### src/rtl/fetch_pkg.sv
// rtl/fetch_pkg.sv - shared types and sizing for the instruction-fetch sequencer
package fetch_pkg;

    typedef enum logic [1:0] {
        FETCH  = 2'd0,
        STALL  = 2'd1,
        HALTED = 2'd2
    } fetch_state_e;

    localparam int QUEUE_DEPTH = 2;
    localparam int QCOUNT_W    = $clog2(QUEUE_DEPTH + 1);

endpackage

### src/rtl/fetch_queue.sv
// rtl/fetch_queue.sv - 2-entry instruction/pc FIFO with flush
module fetch_queue
    import fetch_pkg::*;
#(
    parameter int ADDR_WIDTH = 16,
    parameter int DATA_WIDTH = 16
) (
    input  logic                  clk,
    input  logic                  rst_n,
    input  logic                  push,
    input  logic [DATA_WIDTH-1:0] push_instr,
    input  logic [ADDR_WIDTH-1:0] push_pc,
    input  logic                  pop,
    input  logic                  flush,
    output logic [QCOUNT_W-1:0]   count,
    output logic                  empty,
    output logic [DATA_WIDTH-1:0] head_instr,
    output logic [ADDR_WIDTH-1:0] head_pc
);

    typedef struct packed {
        logic [DATA_WIDTH-1:0] instr;
        logic [ADDR_WIDTH-1:0] pc;
    } fetch_entry_t;

    fetch_entry_t slots [QUEUE_DEPTH];
    logic [0:0]   rd_ptr;
    logic [0:0]   wr_ptr;
    logic         full;
    logic         do_push;
    logic         do_pop;

    assign empty   = (count == '0);
    assign full    = (count == QCOUNT_W'(QUEUE_DEPTH));
    assign do_pop  = pop & ~empty;
    // When full, a push is only legal because the simultaneous pop frees the head slot
    assign do_push = push & (~full | do_pop);

    always_ff @(posedge clk) begin
        if (!rst_n) begin
            rd_ptr <= '0;
            wr_ptr <= '0;
            count  <= '0;
            for (int i = 0; i < QUEUE_DEPTH; i++) begin
                slots[i] <= '0;
            end
        end else if (flush) begin
            rd_ptr <= '0;
            wr_ptr <= '0;
            count  <= '0;
        end else begin
            if (do_push) begin
                slots[wr_ptr] <= '{instr: push_instr, pc: push_pc};
                wr_ptr        <= wr_ptr + 1'b1;
            end
            if (do_pop) begin
                rd_ptr <= rd_ptr + 1'b1;
            end
            count <= count + QCOUNT_W'(do_push) - QCOUNT_W'(do_pop);
        end
    end

    assign head_instr = slots[rd_ptr].instr;
    assign head_pc    = slots[rd_ptr].pc;

endmodule

### src/rtl/fetch_unit.sv
// rtl/fetch_unit.sv - PC owner, imem issue sequencer and decode-side handshake
module fetch_unit
    import fetch_pkg::*;
#(
    parameter int                    ADDR_WIDTH = 16,
    parameter int                    DATA_WIDTH = 16,
    parameter logic [ADDR_WIDTH-1:0] RESET_PC   = '0
) (
    input  logic                  clk,
    input  logic                  rst_n,
    output logic [ADDR_WIDTH-1:0] imem_addr,
    input  logic [DATA_WIDTH-1:0] imem_instruct,
    input  logic                  redirect_valid,
    input  logic [ADDR_WIDTH-1:0] redirect_pc,
    input  logic                  halt,
    output logic                  out_valid,
    input  logic                  out_ready,
    output logic [DATA_WIDTH-1:0] out_instr,
    output logic [ADDR_WIDTH-1:0] out_pc,
    output logic                  busy
);

    fetch_state_e          state;
    fetch_state_e          state_next;
    logic [ADDR_WIDTH-1:0] pc;
    logic [ADDR_WIDTH-1:0] inflight_pc;
    logic                  inflight;
    logic [QCOUNT_W-1:0]   count;
    logic                  empty;
    logic                  pop;
    logic                  push;
    logic                  issue;
    logic [QCOUNT_W:0]     occupancy;

    assign imem_addr = pc;
    assign out_valid = ~empty;
    assign pop       = out_valid & out_ready;
    // A redirect squashes the word returning at the same edge
    assign push      = inflight & ~redirect_valid;
    assign busy      = inflight | ~empty;

    // Slots already committed once this edge settles, excluding the fetch being decided
    assign occupancy = (QCOUNT_W+1)'(count) + (QCOUNT_W+1)'(inflight) - (QCOUNT_W+1)'(pop);
    assign issue     = (state == FETCH) & ~halt & ~redirect_valid
                     & (occupancy < (QCOUNT_W+1)'(QUEUE_DEPTH));

    always_comb begin
        state_next = FETCH;
        if (halt) begin
            state_next = HALTED;
        end else if (!redirect_valid && count == QCOUNT_W'(QUEUE_DEPTH) && !pop) begin
            state_next = STALL;
        end
    end

    always_ff @(posedge clk) begin
        if (!rst_n) begin
            state       <= FETCH;
            pc          <= RESET_PC;
            inflight    <= 1'b0;
            inflight_pc <= RESET_PC;
        end else begin
            state    <= state_next;
            inflight <= issue;
            if (issue) begin
                inflight_pc <= pc;
                pc          <= pc + ADDR_WIDTH'(1);
            end
            if (redirect_valid) begin
                pc <= redirect_pc;
            end
        end
    end

    fetch_queue #(
        .ADDR_WIDTH (ADDR_WIDTH),
        .DATA_WIDTH (DATA_WIDTH)
    ) u_queue (
        .clk        (clk),
        .rst_n      (rst_n),
        .push       (push),
        .push_instr (imem_instruct),
        .push_pc    (inflight_pc),
        .pop        (pop),
        .flush      (redirect_valid),
        .count      (count),
        .empty      (empty),
        .head_instr (out_instr),
        .head_pc    (out_pc)
    );

endmodule

### config.mk
export PLATFORM = sky130hd
export DESIGN_NAME = fetch_unit
export DESIGN_NICKNAME = d
export VERILOG_FILES = /design/src/rtl/fetch_pkg.sv /design/src/rtl/fetch_queue.sv /design/src/rtl/fetch_unit.sv
export SDC_FILE = /design/constraint.sdc
export NUM_CORES = 1
export LEC_CHECK = 0
export CAP_MARGIN = 0
export CORE_ASPECT_RATIO = 1.5
export CORE_MARGIN = 1
export CORE_UTILIZATION = 50
export DETAILED_ROUTE_END_ITERATION = 10
export HOLD_SLACK_MARGIN = 0.06
export MAX_ROUTING_LAYER = met4
export PLACE_DENSITY = 0.77
export SYNTH_ARGS = -nofsm -noshare
export SYNTH_HDL_FRONTEND = slang
export SYNTH_HIERARCHICAL = 1
export SYNTH_SLANG_ARGS = --single-unit
### constraint.sdc
create_clock -name clk -period 5.5 [get_ports clk]
set_input_delay 1.1 -clock clk [delete_from_list [all_inputs] [get_ports clk]]
set_output_delay 1.1 -clock clk [all_outputs]
set_load 0.02 [all_outputs]
Word level (Yosys, flattened, before mapping)

Memory sizes are Yosys's and may differ from the RTL's. A register that Yosys moved wholly into a read port is not among the register bits.
Cells that the tools add are included.

Bits in writable memories: 64
Logic and storage cells: 56
Register bits after elaboration: 39
Output and inout port bits: 50
Memories: 1
Bits of input ports: 37

Multiplexer cells: 14
Equal/unequal tests: 1
Order comparisons: 1
Bitwise logic cells: 14
Add/sub/neg operators: 7
Reductions and logical operators: 10

Memories:

| memory        | depth | width | rd ports | clocked after memory_dff | wr ports | RTL line          | text |
|---|---|---|---|---|---|---|---|
| u_queue.slots | 2     | 32    | 1        | 1                        | 2        | fetch_queue.sv:26 | `fetch_entry_t slots [QUEUE_DEPTH];` |

Operators with widths:

| kind                                               | number |
|---|---|
| two-way mux 16 bit                                 | 2 |
| two-way mux 32 bit                                 | 1 |
| OR reduction 32 bit                                | 1 |
| adder 16 x 1 -> 16 bit, second input constant      | 1 |
| two-way mux 1 bit                                  | 10 |
| bitwise AND 1 bit                                  | 7 |
| inverter 1 bit                                     | 5 |
| logical NOT 2 bit                                  | 2 |
| OR reduction 2 bit                                 | 2 |
| adder 2 x 1 -> 3 bit                               | 1 |
| < comparator 3 x 2 -> 1 bit, second input constant | 1 |
| subtractor 3 x 1 -> 3 bit                          | 1 |
| adder 1 bit, second input constant                 | 2 |
| adder 2 x 1 -> 2 bit                               | 1 |
| equality test 2 bit, second input constant         | 1 |
| logical AND 1 bit                                  | 2 |
| logical NOT 1 bit                                  | 2 |
| two-way mux 2 bit                                  | 1 |
| OR 1 bit                                           | 2 |
| nonzero test 2 bit                                 | 1 |
| subtractor 2 x 1 -> 2 bit                          | 1 |

Depth between registers and ports, before layout

Word-level depth: 12
Mapped depth: 11
Mapped depth without buffers: 10

Hierarchy

Netlist, hierarchy kept.

Modules (own cells, without submodules):

| module      | times used | area an instance (µm²) | cells an instance |
|---|---|---|---|
| fetch_queue | 1          | 3,011.6                | 201 |
| fetch_unit  | 1          | 1,737.9                | 184 |

Least setup slack after synthesis

Ideal clock, no wire load.

Path kind: input port to flip-flop
Start: input port out_ready
End: memory u_queue/slots[1][0] (netlist name) (enable)
Arrival time: 3.936 ns
Path buffers: 0
Path slack: 1.098 ns
Stages: 4
Cell sequence: nor2b_1 or3b_2 nand2_1 o21ai_0

RTL lines:

| item               | RTL line          | text |
|---|---|---|
| start: declaration | fetch_unit.sv:17  | `input logic out_ready,` |
| end: declaration   | fetch_queue.sv:26 |  |

Worst setup path in the final report

Start: input port out_ready
End: register pc[11], in the netlist imem_addr[11]

Word-level cells in the longest chain between the ends: 5

RTL lines:

| item                                | RTL line         | text |
|---|---|---|
| bitwise AND 1 bit                   | fetch_unit.sv:37 | `assign pop = out_valid & out_ready;` |
| via pop                             | fetch_unit.sv:30 | `logic pop;` |
| subtractor 3 x 1 -> 3 bit           | fetch_unit.sv:43 | `assign occupancy = (QCOUNT_W+1)'(count) + (QCOUNT_W+1)'(inflight) - (QCOUNT_W+1)'(pop);` |
| < comparator 3 x 2 -> 1 bit         | fetch_unit.sv:45 | `& (occupancy < (QCOUNT_W+1)'(QUEUE_DEPTH));` |
| bitwise AND 1 bit                   | fetch_unit.sv:45 |  |
| nonzero test 2 bit (no source line) | --               |  |
| end signal: assignment              | fetch_unit.sv:67 | `pc <= pc + ADDR_WIDTH'(1);` |
| end signal: assignment              | fetch_unit.sv:70 | `pc <= redirect_pc;` |
| end: declaration                    | fetch_unit.sv:25 | `logic [ADDR_WIDTH-1:0] pc;` |

The timed path passes the listed nets, and every way through them passes these cells.
A chain may end at the register's enable or synchronous reset.

==> flow_summary.json <==
{
  "drt_pass1_iterations": 4,
  "hold_viol": 0,
  "cts_hold_buf": 0,
  "cts_max_path_buffers": 2,
  "power_density_nw_per_um2": 278,
  "tns_ns": 0,
  "syn_inst": 385,
  "syn_nets": 426,
  "dp_hpwl_um": 6140,
  "final.setup_skew_ns": 0.00539,
  "io_buffers": 86,
  "post_cts_buffers": 0,
  "crit_buf_inv": 1,
  "gr-usage-all-layers": 0.206,
  "place_inst": 569,
  "h-tree-depth": 3,
  "numClockSinks": 104,
  "yosys.area.top_type_share": 0.405,
  "crit_path_frequent_cell": "nor2b_1",
  "gp_congestion": 0.875,
  "seq_area_frac_synth": 0.573,
  "drive_above_1_share": 0.140,
  "wire_per_inst_um": 15.8,
  "critPathMaxFanout": 12,
  "rsz0062_at_grt": "false",
  "yosysMostFrequentCell": "and2_1",
  "tritoncts": "built",
  "synth_cell_type_count": 50,
  "wl_met1_um": 3790,
  "fillerInstances": 759,
  "num_antenna_cells": 0,
  "slew_headroom": 0.292,
  "grt_pass1_wl_um": 15000,
  "fin_crit_ns": 4.08,
  "finalNonFillerCells": 585,
  "crit_chain": "clkdlybuf4s50_1, nor2b_1, nor2b_1, o21ai_0, fa_1, xnor2_1, nand3_2, or4_1, a31oi_1",
  "peakVddDrop_mv": 0.224,
  "fin_nets": 509,
  "finalCritPeriodShare": 0.742,
  "synth_flop_cell": "edfxtp_1",
  "viasPerCell": 5.37,
  "initial_core_util": 0.513,
  "cts.clk_slew.worst_paths_ns": 0.07,
  "die_x_um": 81.6,
  "final-max-slew-violation-count": 0,
  "cellLeakagePower_nw": 2.18,
  "critPathSlowestCell": "or4_1",
  "cts_resized": 0,
  "antenna_found_initial": 0,
  "wl_um": 9220,
  "setup_viol": 0,
  "num_rows": 43,
  "start_kind": "primary input",
  "ys_warn_count": 6,
  "grt_pass1_vias": 3094,
  "fmax_ghz": 0.245,
  "synthArstFlopShare": 0,
  "status": "complete, no violations",
  "yosysTopAreaCell": "edfxtp_1",
  "synthToLayoutAreaGrowth_pct": 26.7,
  "cp_top_family": "simple AND/OR/NAND/NOR gates",
  "cts-root-buf": "clkbuf_16",
  "core-area_um2": 9250,
  "syn_area_um2": 4750,
  "grt_overflow": 0,
  "drt_iter0_drc": 132,
  "syn_avg_cell_area_um2": 12.3,
  "drc": 0,
  "cpPeakStageDelay_ns": 0.57,
  "synth-seq-cells": 104,
  "die_area_um2": 9900,
  "crit_path_end_kind": "flop",
  "synthTopCellsByCount": "68 x and2_1, 64 x edfxtp_1, 40 x dfxtp_1",
  "clock_latency_ns": 0.33,
  "regArea_um2": 2720,
  "wl_met2_um": 4880,
  "critPathKind": "in2reg",
  "hp-class": "reg2reg",
  "multi_input_area_um2": 1910,
  "grt_max_degree": 34,
  "synth_edf_count": 64,
  "tightestPinTransition_ns": 1.06,
  "num_vias": 3141,
  "synth_area_leaders": "edfxtp_1 40%, dfxtp_1 17%, and2_1 9.0%",
  "ios": 87,
  "antenna_left": 0,
  "maxCapViolCount": 0,
  "worstPathArrival_ns": 4.34,
  "die_h_um": 121,
  "required_ns": 5.76,
  "highest_layer": "met4",
  "cts-buffers-inserted": 9,
  "wl_met3_um": 397
}
## worst reg2reg max path, stage by stage, from the launching register on
cell     delay (ns)
dfxtp_1        0.53
nor2_1         0.13
nor2b_1        0.36
nor2b_1        0.27
o21ai_0        0.14
fa_1           0.43
xnor2_1        0.52
nand3_2        0.34
or4_1          0.57
a31oi_1        0.17
## cells in the final DEF (no fill, tap or decap), drive strengths merged, types with 7 or more instances in the layout
| cell type | count |
|---|---|
| nand4 | 7 |
| edfxtp | 64 |
| clkbuf | 13 |
| nand2 | 8 |
| clkdlybuf4s50 | 86 |
| nand3 | 7 |
| buf | 7 |
| a31oi | 8 |
| and2 | 68 |
| nor2 | 8 |
| dfxtp | 40 |
| mux2 | 32 |
| nor2b | 20 |
| o21ai | 18 |
| mux2i | 16 |
## cell families (layout without fill, tap and decap cells)
group,after synthesis,count (layout),share of synthesized area
muxes,48,48,0.110
adders and majority gates,4,4,0.0121
xor gates and xnor gates,9,9,0.0166
DFF,104,104,0.573
and+or+nand+nor,151,151,0.206
AOI/OAI and AO/OA,43,43,0.0553
buffers and inverters,26,114,0.0269
## per-stage QoR
step / setup slack (ns) / util / instance area, um^2 / hold WS (ns) / total power [mW]
global placement: 1.18 / 0.617 / 5710 / 0.494 / 1.05
CTS: 1.45 / 0.650 / 6020 / 0.531 / 1.69
floorplan: 1.10 / - / 4750 / 0.481 / 0.969
detailed placement: 1.10 / 0.617 / 5710 / 0.512 / 1.05
global route: 1.13 / 0.650 / 6020 / 0.559 / 1.73
finish: 1.42 / 0.650 / 6020 / 0.527 / 1.67
## routing by layer
layer  track usage  up-vias
li1              -     1548
met2         0.349       79
met5             -        -
met1         0.239     1502
met3        0.0301       12
met4        0.0844        0
## worst paths after layout
kind / start / end / slack, ns / depth (start not counted)
worst max-delay path: out_ready / imem_addr[11]$_SDFFE_PN0P_ / 1.42 / 9
worst min-delay path: inflight_pc[13]$_SDFFE_PN0P_ / inflight_pc[13]$_SDFFE_PN0P_ / 0.53 / 2
worst max register to register: u_queue/count[1]$_SDFF_PP0_ / imem_addr[11]$_SDFFE_PN0P_ / 1.96 / 9
worst min register to register: inflight_pc[13]$_SDFFE_PN0P_ / inflight_pc[13]$_SDFFE_PN0P_ / 0.53 / 2
## sequential cells by signal, indices dropped and copies added (netlist names), named ones only
name / flops
imem_addr: 16
inflight: 1
u_queue/wr_ptr: 1
inflight_pc: 16
u_queue/count: 2
u_queue/slots: 64
state: 2
u_queue/rd_ptr: 1
## cell type report
cell class / count / share of cell area
Clock buffer: 13 / 0.0487
Tap cell: 112 / 0.0233
Inverter: 5 / 0.00312
Multi-Input combinational cell: 255 / 0.318
Sequential cell: 104 / 0.452
Timing Repair Buffer: 93 / 0.152
Clock inverter: 3 / 0.00312
## power by group
| part | total (mW) | switching [mW] | internal [mW] |
|---|---|---|---|
| registers | 0.878 | 0.0233 | 0.855 |
| clock network | 0.639 | 0.264 | 0.375 |
| logic | 0.155 | 0.0734 | 0.0811 |
Power figures use the tool's default switching activity.
==> patch 1: new RTL, same flow settings <==
Make the reset (`rst_n`) asynchronous in 2 clocked blocks.
--- a/src/rtl/fetch_queue.sv
+++ b/src/rtl/fetch_queue.sv
@@ -36,7 +36,7 @@
     // When full, a push is only legal because the simultaneous pop frees the head slot
     assign do_push = push & (~full | do_pop);
 
-    always_ff @(posedge clk) begin
+    always_ff @(posedge clk or negedge rst_n) begin
         if (!rst_n) begin
             rd_ptr <= '0;
             wr_ptr <= '0;
--- a/src/rtl/fetch_unit.sv
+++ b/src/rtl/fetch_unit.sv
@@ -53,7 +53,7 @@
         end
     end
 
-    always_ff @(posedge clk) begin
+    always_ff @(posedge clk or negedge rst_n) begin
         if (!rst_n) begin
             state       <= FETCH;
             pc          <= RESET_PC;
Function: differs if rst_n is asserted again (counterexample within 4 cycles, from zero or initial values and one cycle with rst_n low); with rst_n held inactive, the same outputs for 4 cycles.
==> patch 1 against the original RTL <==
  * Area after synthesis grew 2.8%
  * Final area grew 1.0%
  * Sequential cell count down 1
  * Largest cell class unchanged
  * Via count is 2.2% lower
  * Critical path type unchanged
  * Wire length is 0.70% higher
  * Clock skew rose by 0.0016 ns
  * Worst setup slack lost 0.12 ns
Power is not compared: it rests on default switching activity, and its combinational part moved more than twofold at a synthesized area within 25%.
==> patch 1: results (changes against the original RTL) <==
[layout]
fillCellCount = 726  ; -4.3%
top_register = u_queue/slots
final_nets = 480  ; -5.7%
largest_register_ffs = 64  ; unchanged
drive_gt1_share_pct = 30.86  ; +17 points
antenna_cells = 0  ; unchanged

[drt]
drt_first_pass_iters = 4  ; unchanged
drt-total-wl_um = 9289  ; +0.70%
avgViaCountPerCell = 5.523  ; +2.9%
wl_per_cell_um = 16.71  ; +6.0%
drt-initial-drc-count = 125  ; -5.3%

[placed_design]
hpwl_um = 6462  ; +5.2%
dp_cells = 540  ; -5.1%
port_buffers = 86  ; unchanged
post-place-ws_ns = 0.9349  ; -0.1690 ns
place_congestion = 0.8624  ; -1.5%
placed_cell_area_mm2 = 0.005799  ; +1.6%

[synth]
ys.flop_type = dfrtp_1
syn_nets = 398  ; -6.6%
synth_edf_count = 0  ; -100%
syn_avg_cell_area_um2 = 13.68  ; +11%
yosys-top-cells-count = dfrtp_1 (103), mux2_2 (82), mux2_4 (30)
ys_types = 42  ; -16%
seq_area_frac_synth_pct = 52.77  ; -4.6 points
yosys_warnings = 6  ; unchanged
synth-async-reset-ratio_pct = 100.0  ; +100 points
ys_top_cells_by_area = dfrtp_1 (53%), mux2_2 (19%), mux2_4 (9.2%), xnor2_1 (1.6%), nand2_1 (1.3%)

[worst_setup_path]
cp_max_fo = 17  ; +5
critPathArrivalTime_ns = 4.42  ; +0.08 ns

[clocking]
postCtsSetupRepairBufs = 0  ; unchanged
root_buffer = clkbuf_16
clk_latency_ns = 0.34
path_clk_slew_ns = 0.06
numCtsBuffers = 9  ; unchanged
cts_buffer_depth = 2  ; unchanged

[power_and_ir_drop]
vdd_drop_max_uv = 261.0
p_leak_nw = 2.629

[grt]
grt_max_degree = 67  ; +97%
grt_pass1_wl_um = 15230  ; +1.8%
antenna_found_initial = 0  ; unchanged
first_global_vias = 3227  ; +4.3%
overflow = 0  ; unchanged
grtUsageTotal_pct = 20.57  ; about the same

[timing]
clock_skew_ns = 0.007024  ; +0.001637 ns
relSlewSlack_pct = 24.93  ; -4.3 points

[status]
status = complete, no violations

patch 1: layer usage:
metal	global-route usage, %	share of wire, %	vias up
met2	34.07	51	73
met1	23.64	42	1533
met3	4.280	4.7	14
met5	-	0	-
li1	-	-	1451
met4	9.159	1.8	0
patch 1: worst paths after layout:
check / from / endpoint / slack, ns / cells past startpoint
max: out_ready / inflight_pc[10]$_DFFE_PN0P_ / 1.30 / 9
max reg2reg: u_queue/count[1]$_DFF_PN0_ / inflight_pc[10]$_DFFE_PN0P_ / 1.89 / 9
max in group asynchronous: rst_n / u_queue/rd_ptr$_DFFE_PN0P_ / 3.67 / 2
min: u_queue/slots[45]$_DFFE_PN0P_ / u_queue/slots[45]$_DFFE_PN0P_ / 0.50 / 1
min in group asynchronous: rst_n / u_queue/slots[26]$_DFFE_PN0P_ / 0.85 / 1
min reg2reg: u_queue/slots[45]$_DFFE_PN0P_ / u_queue/slots[45]$_DFFE_PN0P_ / 0.50 / 1
patch 1: critical path, cell delays in order:
cell,delay [ns]
clkdlybuf4s50_1,0.46
nor2b_1,0.29
nor2b_1,0.26
o21ai_0,0.14
fa_1,0.51
nor4b_1,0.37
nand2_1,0.21
nor2_2,0.65
mux2_2,0.42
patch 1: kinds of logic after synthesis:
family,Yosys count,synth area share [%]
adder cells (fa/ha/maj),4,1.178
AND/OR/NAND/NOR,73,8.966
buffers and inverters,24,2.766
XOR/XNOR,12,2.152
multiplexers,115,28.74
AO/OA/AOI/OAI,26,3.432
flip-flops,103,52.77
patch 1: cell type report:
cell class,instances,area [um2],area share (%)
Inverter,6,22.52,0.3705
Multi-Input combinational cell,230,2178,35.84
Tap cell,112,140.1,2.305
Sequential cell,103,2577,42.40
Clock buffer,14,264.0,4.343
Timing Repair Buffer,89,880.8,14.49
Clock inverter,2,15.01,0.2470
patch 1: power breakdown:
part | switching [mW] | internal (mW) | total (mW)
registers | 0.0941 | 0.893 | 0.987
logic | 0.258 | 0.347 | 0.605
clock network | 0.256 | 0.332 | 0.588
total | 0.609 | 1.57 | 2.18
==> patch 2: new RTL, same flow settings <==
Without the edit above. `ADDR_WIDTH` is set to 16 in 2 places; all go to 15.
--- a/src/rtl/fetch_queue.sv
+++ b/src/rtl/fetch_queue.sv
@@ -2,7 +2,7 @@
 module fetch_queue
     import fetch_pkg::*;
 #(
-    parameter int ADDR_WIDTH = 16,
+    parameter int ADDR_WIDTH = 15,
     parameter int DATA_WIDTH = 16
 ) (
     input  logic                  clk,
--- a/src/rtl/fetch_unit.sv
+++ b/src/rtl/fetch_unit.sv
@@ -2,7 +2,7 @@
 module fetch_unit
     import fetch_pkg::*;
 #(
-    parameter int                    ADDR_WIDTH = 16,
+    parameter int                    ADDR_WIDTH = 15,
     parameter int                    DATA_WIDTH = 16,
     parameter logic [ADDR_WIDTH-1:0] RESET_PC   = '0
 ) (
Ports: changed (resized imem_addr, out_pc and redirect_pc); port bits go from 87 to 84. The function was not compared with the original's and may differ.
==> patch 2 against the original RTL <==
  * Power fell by 2.6%
  * Area after synthesis fell by 2.7%
  * Final cell count rose by 2.6%
  * Wire length fell by 0.39%
  * Sequential cell count fell by 4
  * Worst setup slack got worse by 0.017 ns
  * Worst hold slack got worse by 0.073 ns
  * Synthesized cell count rose by 4.9%
  * Final area fell by 2.8%
  * Critical path type unchanged
  * Critical endpoint is now imem_addr[5]$_SDFFE_PN0P_
==> patch 2: results (changes against the original RTL) <==
[status]
status = complete, no violations

[power_and_ir_drop]
p_leak_nw = 2.099  ; -3.7%
vdd_drop_max_uv = 175.4  ; -22%
power_switching_uw = 351.5  ; -2.7%

[clocking]
htreeDepth = 3  ; unchanged
root_buffer = clkbuf_16
path_clk_slew_ns = 0.06
cts_resized = 0  ; unchanged
clk_latency_ns = 0.33  ; about the same
cts_buffer_depth = 2  ; unchanged
numCtsBuffers = 9  ; unchanged
postCtsSetupRepairBufs = 0  ; unchanged

[timing]
relSlewSlack_pct = 31.31  ; +2.1 points
clock_skew_ns = 0.007070  ; +0.001683 ns
period_share_pct = 74.47  ; +0.32 points

[layout]
fillCellCount = 687  ; -9.5%
largest_register_ffs = 62  ; -3.1%
drive_gt1_share_pct = 13.06  ; -0.89 points
antenna_cells = 0  ; unchanged
final_nets = 525  ; +3.1%
top_register = u_queue/slots

[synth]
synth_edf_count = 62  ; -3.1%
yosys-top-cells-count = and2_1 (64), edfxtp_1 (62), nand2_1 (52)
ys_top_cells_by_area = edfxtp_1 (40%), dfxtp_1 (16%), and2_1 (8.7%), mux2_2 (7.8%), nand2_1 (4.2%)
synthAdderAreaFrac_pct = 1.245  ; +0.033 points
synth.area.mux_share_pct = 7.794  ; -3.2 points
seq_area_frac_synth_pct = 56.73  ; -0.60 points
ys.flop_type = edfxtp_1
synth_compound_area_share_pct = 7.442  ; +1.9 points
synth-async-reset-ratio_pct = 0  ; unchanged
ys_types = 51  ; +2.0%
syn_nets = 444  ; +4.2%
synth_xor_area_share_pct = 1.299  ; -0.36 points
yosys_warnings = 6  ; unchanged

[grt]
grtUsageTotal_pct = 21.09  ; +0.54 points
grt_pass1_wl_um = 15300  ; +2.3%
antenna_found_initial = 0  ; unchanged
grt_max_degree = 33  ; -2.9%

[drt]
wl_per_cell_um = 15.31  ; -2.9%
drt_first_pass_iters = 4  ; unchanged
drt-initial-drc-count = 209  ; +58%
vias = 3274  ; +4.2%

[worst_setup_path]
cp_max_fo = 21  ; +9
rrSetupSlack_ns = 1.95
critPathArrivalTime_ns = 4.33  ; about the same

[placed_design]
port_buffers = 83  ; -3.5%
post-place-ws_ns = 1.097  ; -0.007140 ns
hpwl_um = 6168  ; +0.45%
place_congestion = 0.8853  ; +1.1%

[hold_path]
hold_path.class = reg2reg

-- patch 2: kinds of logic (layout without fill, tap and decap cells) --
family | Yosys count | after routing
XOR/XNOR | 6 | 6
adder cells (fa/ha/maj) | 4 | 4
buffers and inverters | 29 | 115
multiplexers | 32 | 32
AO/OA/AOI/OAI | 56 | 56
AND/OR/NAND/NOR | 177 | 177
flip-flops | 100 | 100
-- patch 2: area by class of cell --
cell class	instances	area share, %
clock buffer	12	4.405
clock inverter	4	0.9196
inverter	9	0.5774
multi-input combinational	275	31.82
sequential	100	44.82
tap	110	2.352
timing repair buffer	90	15.10
-- patch 2: power groups by stage --
stage | combinational, mW | sequential (mW) | clock (mW)
2_1_floorplan | 0.0669 | 0.859 | 0
5_1_grt | 0.158 | 0.842 | 0.691
3_3_place_gp | 0.145 | 0.854 | 0
6_report | 0.147 | 0.839 | 0.641
3_5_place_dp | 0.148 | 0.856 | 0
4_1_cts | 0.149 | 0.839 | 0.656
-- patch 2: path summary, 6_finish.rpt --
kind	start	to	cells after the start
worst max register to register	u_queue/count[1]$_SDFF_PP0_	imem_addr[5]$_SDFFE_PN0P_	10
worst max-delay path	out_ready	imem_addr[5]$_SDFFE_PN0P_	10
worst min register to register	inflight_pc[8]$_SDFFE_PN0P_	inflight_pc[8]$_SDFFE_PN0P_	2
worst min-delay path	inflight_pc[8]$_SDFFE_PN0P_	inflight_pc[8]$_SDFFE_PN0P_	2
-- patch 2: per-layer routing --
metal | GRT usage, % | vias up | wire (um)
li1 | - | 1605 | -
met1 | 24.24 | 1562 | 3733
met2 | 36.65 | 97 | 4900
met3 | 2.890 | 10 | 439
met4 | 8.036 | 0 | 114
met5 | - | - | 0
-- patch 2: worst max-delay path, stage by stage --
cell             delay (ns)
clkdlybuf4s50_1        0.45
nor2b_1                0.40
nor2b_1                0.27
o21ai_0                0.14
fa_1                   0.66
nor3b_1                0.29
nand4_1                0.13
buf_4                  0.23
or4_1                  0.47
a31oi_1                0.18
-- patch 2: per-stage QoR --
stage | cell area, um2 | instances | hold WS [ns] | utilization (%)
CTS | 5851 | 600 | 0.4589 | 65.88
finish | 5851 | 600 | 0.4540 | 65.88
floorplan | 4623 | 404 | 0.4357 | -
global route | 5851 | 600 | 0.4795 | 65.88
detailed placement | 5539 | 584 | 0.4500 | 62.37
global placement | 5539 | 584 | 0.4432 | 62.37
